### src/rtl/edid_i2c_slave_ctrl.sv
// EDID slave transaction sequencer: decodes the slave address and the word offset,
// then streams EDID ROM bytes through the I2C byte transceiver.
module edid_i2c_slave_ctrl #(
  parameter logic [6:0] SLAVE_ADDR = 7'h50,
  parameter int         ROM_AW     = 8
) (
  input  logic              clk,
  input  logic              rst_n,
  input  logic              start_cond,
  input  logic              stop_cond,
  input  logic              byte_received,
  input  logic [7:0]        data_received,
  input  logic              operation_completed,
  input  logic              line_ack,
  output logic              start_operation,
  output logic              tx_data,
  output logic [7:0]        data_to_send,
  output logic              generate_ack,
  output logic [ROM_AW-1:0] rom_addr,
  input  logic [7:0]        rom_data,
  output logic              busy,
  output logic [2:0]        state_dbg
);

  typedef enum logic [2:0] {
    IDLE      = 3'd0,
    RX_ADDR   = 3'd1,
    RX_OFFS   = 3'd2,
    RX_DATA   = 3'd3,
    FETCH0    = 3'd4,
    FETCH1    = 3'd5,
    TX_BYTE   = 3'd6,
    WAIT_STOP = 3'd7
  } state_t;

  state_t            state;
  logic [ROM_AW-1:0] offset;

  assign rom_addr  = offset;
  assign state_dbg = state;

  // Handshake: start_operation and generate_ack are single-cycle strobes toward the
  // transceiver; data_to_send and tx_data are held from start_operation until the
  // matching operation_completed, which the transceiver presents for exactly one cycle.
  always_ff @(posedge clk or negedge rst_n) begin
    if (!rst_n) begin
      state           <= IDLE;
      offset          <= '0;
      start_operation <= 1'b0;
      tx_data         <= 1'b0;
      data_to_send    <= 8'h00;
      generate_ack    <= 1'b0;
      busy            <= 1'b0;
    end else begin
      start_operation <= 1'b0;
      generate_ack    <= 1'b0;
      if (start_cond) begin
        state           <= RX_ADDR;
        start_operation <= 1'b1;
        tx_data         <= 1'b0;
      end else if (stop_cond) begin
        state   <= IDLE;
        busy    <= 1'b0;
        tx_data <= 1'b0;
      end else begin
        case (state)
          RX_ADDR: begin
            if (byte_received) begin
              if (data_received[7:1] == SLAVE_ADDR) begin
                generate_ack <= 1'b1;
                busy         <= 1'b1;
                state        <= data_received[0] ? FETCH0 : RX_OFFS;
              end else begin
                busy  <= 1'b0;
                state <= WAIT_STOP;
              end
            end else if (operation_completed) begin
              start_operation <= 1'b1;
              tx_data         <= 1'b0;
            end
          end
          RX_OFFS: begin
            if (byte_received) begin
              generate_ack <= 1'b1;
              offset       <= ROM_AW'(data_received);
              state        <= RX_DATA;
            end else if (operation_completed) begin
              start_operation <= 1'b1;
              tx_data         <= 1'b0;
            end
          end
          RX_DATA: begin
            // The ROM is read-only: written bytes are acknowledged and dropped.
            if (byte_received) begin
              generate_ack <= 1'b1;
            end else if (operation_completed) begin
              start_operation <= 1'b1;
              tx_data         <= 1'b0;
            end
          end
          FETCH0: state <= FETCH1;
          FETCH1: begin
            data_to_send    <= rom_data;
            start_operation <= 1'b1;
            tx_data         <= 1'b1;
            state           <= TX_BYTE;
          end
          TX_BYTE: begin
            if (operation_completed) begin
              offset <= offset + ROM_AW'(1);
              if (line_ack) begin
                state <= FETCH0;
              end else begin
                state   <= WAIT_STOP;
                tx_data <= 1'b0;
              end
            end
          end
          default: tx_data <= 1'b0;
        endcase
      end
    end
  end

endmodule

### config.mk
export PLATFORM = sky130hd
export DESIGN_NAME = edid_i2c_slave_ctrl
export DESIGN_NICKNAME = d
export VERILOG_FILES = /design/src/rtl/edid_i2c_slave_ctrl.sv
export SDC_FILE = /design/constraint.sdc
export NUM_CORES = 1
export LEC_CHECK = 0
export BUFFER_PORTS_ARGS = -buffer_cell sky130_fd_sc_hd__buf_2
export CAP_MARGIN = 10
export CORE_ASPECT_RATIO = 0.9
export CORE_MARGIN = 1.5
export CORE_UTILIZATION = 24
export DETAILED_ROUTE_END_ITERATION = 8
export HOLD_SLACK_MARGIN = 0.06
export SLEW_MARGIN = 20
export SYNTH_ARGS = -nofsm -noshare
export SYNTH_HDL_FRONTEND = slang
export SYNTH_SLANG_ARGS = --single-unit
### constraint.sdc
create_clock -name clk -period 4.3 [get_ports clk]
set_input_delay 0.86 -clock clk [delete_from_list [all_inputs] [get_ports clk]]
set_output_delay 0.86 -clock clk [all_outputs]
set_load 0.01 [all_outputs]
# After elaboration in Yosys (flattened, before gate mapping)
# Index checks and enable logic that the tools add are counted.
# op_classes
n_addsub	1
eq_ne	16
mux	33
bitwise_logic	2
reduce_logical	11
# ops
op	count
$mux 3	7
$ne 4x4->1 const B	5
$mux 1	18
$mux 8	2
$pmux 8 s2	1
$pmux 3 s5	1
$reduce_and 5->1	2
$eq 3x3->1 const B	3
$add 8x1->8 const B	1
$eq 7x7->1 const B	1
$reduce_bool 7->1	1
$eq 3x2->1 const B	2
$reduce_and 3->1	2
$reduce_bool 2->1	3
$ne 2x2->1 const B	2
$ne 4x1->1 const B	1
$pmux 1 s2	2
$pmux 1 s4	1
$reduce_and 4->1	1
$eq 3x1->1 const B	1
$ne 3x3->1 const B	1
$reduce_or 3->1	1
$mux 2	1
$not 1->1	2
$reduce_or 2->1	1
# totals
ff_bits	23
word_cells	70

# Logic depth before layout (Yosys ltp)
# depth
word_depth	6
depth_mapped	6
mapped_depth_nobuf	4

# Worst setup path after synthesis
# Ideal clock, no wire load.
# synth_path
path_type	input to register
from	input data_received[3]
to	register state[2] (netlist: state_dbg[2])
t_arrival_ns	2.034
t_required_ns	4.174
path_slack_ns	2.140
path_stages	4
cell_sequence	or4b_4 > nor4b_4 > nand2_1 > o311a_1
# synth_via
elab_chain_len	6
# synth_lines
item	line	source
start: declaration	12	input logic [7:0] data_received,
$eq 7x7->1	69	if (data_received[7:1] == SLAVE_ADDR) begin
$mux 3	69	
$mux 3	68	if (byte_received) begin
$pmux 3 s5	66	case (state)
$mux 3	61	end else if (stop_cond) begin
$mux 3	57	if (start_cond) begin
end signal: assignment	72	state <= data_received[0] ? FETCH0 : RX_OFFS;
end: declaration	36	state_t state;
# Every way passes these cells. The select of a mux whose other input is x is not followed.
# A chain may end at the register's enable or synchronous reset.

# Worst setup path in the final report
# Ends and elaborated chain as after synthesis.

==> run_results.csv <==
group,metric,value,unit
floorplanning,initial_utilization,24.9,%
detailed_routing,route.detailed.vias_per_inst,4.75,
detailed_routing,drt_wl_total,3230,um
clock_network,htreeDepth,1,
synth,yosys_warnings,0,
timing,fin_setup_tns,0,ns
synth,synth_enable_flop_cells,0,
clock_network,cts_hold_buf,0,
final_layout,post_layout_instance_area,0.00164,mm^2
setup_path,worstPathArrival,2.26,ns
detailed_routing,post_drt_wl_per_cell,13.5,um
synth,sequential_share_of_the_synthesized_area,44.0,%
synth,synth_cell_types,45,
timing,hold_ws,0.491,ns
floorplanning,chipHeight,73.1,um
setup_path,timing.setup.critical_path_class,"in2reg",
clock_network,clk_latency,0.26,ns
timing,timing.final.crit_share,49.0,%
clock_network,cts_post_setup_buffers_inserted,0,
synth,syn-instance-count,129,
final_layout,drive_above_1_share,37.2,%
placement,placed_area,0.00159,mm^2
placement,gp_routability_congestion,0.820,
timing,time_the_final_worst_path_needs_with_i_o_delays_and_setup,2.11,ns
synth,synth.area.top_cells,"sky130_fd_sc_hd__dfrtp_1 (44%), sky130_fd_sc_hd__mux2_2 (4.3%), sky130_fd_sc_hd__a2bb2oi_2 (3.4%)",
timing,slew_margin_rel,63.7,%
global_route,grt_antenna_before_repair,0,
timing,final-hold-violation-count,0,
detailed_routing,post-route-drc-count,0,
placement,dp.final_hpwl,2440,um
detailed_routing,vias,1135,
floorplanning,coreArea,0.00526,mm^2
synth,synth_largest_area_cell,"sky130_fd_sc_hd__dfrtp_1",
synth,syn_area_per_cell,10.1,um^2
floorplanning,pin_count,46,
floorplanning,std_cell_rows,25,
timing,slew_violations,0,
floorplanning,dieArea,0.00591,mm^2
run,max_cap_viol_count,0,
final_layout,fill_cells,582,
clock_network,tritoncts.num_buffers,3,
final_layout,finish.utilization,31.2,%
clock_network,cts-root-buf,"sky130_fd_sc_hd__clkbuf_8",
final_layout,antenna-diode-count,0,
synth,postSynth.asyncResetShare,100,%
global_route,grtUsageTotal,11.7,%
global_route,grt_first_pass_wirelength,5220,um
setup_path,worst-endpoint-required,4.46,ns
setup_path,critical_path.endpoint_type,"flip-flop",
clock_network,buffer_depth_of_the_longest_clock_path,2,
setup_path,start_kind,"primary input",
synth,post-synth-top-count-cell,"sky130_fd_sc_hd__dfrtp_1",
status,status,"completed",
clock_network,clock_sink_count,23,
placement,pre_cts_slack,1.93,ns
global_route,vias_in_the_first_global_route,1096,
power,power_density,355,mW/mm^2
synth,synth.top_cell.area_share,44.0,%
synth,synth.cells.most_frequent,"sky130_fd_sc_hd__dfrtp_1 (23), sky130_fd_sc_hd__nor2_1 (10), sky130_fd_sc_hd__nand2_1 (9), sky130_fd_sc_hd__o21ai_1 (7)",
timing,worst_pin_slew,0.544,ns
global_route,grt_max_degree,24,
synth,postSynthNetCount,153,
final_layout,layout_overhead_on_the_synthesized_area,25.3,%
detailed_routing,route.antenna.remaining_nets,0,
power,power.ir.vdd_worst,153,uV
synth,post_synth_instance_area,0.00131,mm^2
detailed_routing,drt_first_pass_iters,4,
detailed_routing,1st_iter_drt_viols,30,
clock_network,tritoncts,"yes",
hold_path,hp-class,"reg2reg",
clock_network,clkTransAtPathRegs,0.08,ns
setup_path,critical_path_peak_fanout,5,
placement,port_buffers,45,
timing,final_clock_skew,0.00248,ns
synth,yosys_most_used_dff,"sky130_fd_sc_hd__dfrtp_1",
timing,setup-violations-final,0,
power,power.leakage,0.807,nW
clock_network,postCtsResizedCells,0,
final_layout,fin_nets,197,
global_route,grt.overflow.total,0,
synth,synth_seq_cells,23,
floorplanning,fp.dieW,80.8,um
timing,achievable-frequency,475,MHz
timing,grt_setup_unrepaired,"false",
timing,postLayoutSetupSlackWorst,2.19,ns
==> per-layer routing <==
metal | track usage [%] | share of wire (%)
met5 | 0 | 0
met4 | 1.53 | 0
met3 | 3.50 | 5.2
met2 | 19.2 | 47
met1 | 15.5 | 48
==> state kept, by name, summed over array words and instances, names as in the netlist <==
register,count
start_operation,1
tx_data,1
busy,1
data_to_send,8
generate_ack,1
state_dbg,3
rom_addr,8
==> worst paths after layout <==
check | from | endpoint | slack, ns | cells after the start
setup reg to reg | state_dbg[1] | rom_addr[0] | 2.31 | 4
max in group asynchronous | rst_n | rom_addr[2] | 3.38 | 1
min in group asynchronous | rst_n | state_dbg[0] | 0.57 | 1
hold / removal | data_to_send[3] | data_to_send[3] | 0.49 | 1
setup / recovery | data_received[3] | state_dbg[2] | 2.19 | 5
hold reg to reg | data_to_send[3] | data_to_send[3] | 0.49 | 1
==> where the power goes <==
part | switching (W) | leakage [nW] | total (W) | internal, W
logic | 0.0000748 | 0.480 | 0.000153 | 0.0000787
registers | 0.0000386 | 0.301 | 0.000294 | 0.000255
clock network | 0.0000705 | 0.0255 | 0.000135 | 0.0000647
total | 0.000184 | 0.807 | 0.000582 | 0.000398
==> layout make-up <==
class	instances	area, um^2	area share, %
multi-input combinational	96	694	42.3
tap	67	83.8	5.11
clock inverter	1	5.00	0.305
clock buffer	3	41.3	2.52
sequential	23	576	35.1
timing repair buffer	45	225	13.7
inverter	4	15.0	0.915
==> worst max-delay path: stages <==
cell and delay, ns:
sky130_fd_sc_hd__buf_2 0.11, sky130_fd_sc_hd__or4b_4 0.54, sky130_fd_sc_hd__nor4b_4 0.37, sky130_fd_sc_hd__nand2_1 0.09
sky130_fd_sc_hd__o311a_1 0.30
==> logic make-up after synthesis <==
family | share of synthesized area [%]
AOI/OAI and AO/OA | 22.5
muxes | 8.41
buffers and inverters | 2.96
adders and majority gates | 0.956
and+or+nand+nor | 21.2
DFF | 44.0
==> per-stage QoR <==
stage,cells,total power (W)
6_report,239,0.000582
5_1_grt,239,0.000628
4_1_cts,239,0.000596
3_5_place_dp,235,0.000455
3_3_place_gp,235,0.000450
2_1_floorplan,129,0.000379
==> cells in the final DEF, fill, tap and decap left out, drive strengths merged, types with 2 or more instances in the layout <==
cell	instances
a21oi	8
nand2	9
mux2	8
o31ai	2
mux2i	2
dfrtp	23
and3	4
nor3	2
a2bb2oi	4
nand2b	2
nand3	6
buf	45
a31oi	3
o21ai	11
clkbuf	3
nor2b	3
a21o	2
inv	4
nor2	11
Note: power is estimated with default switching activity, not from simulation.
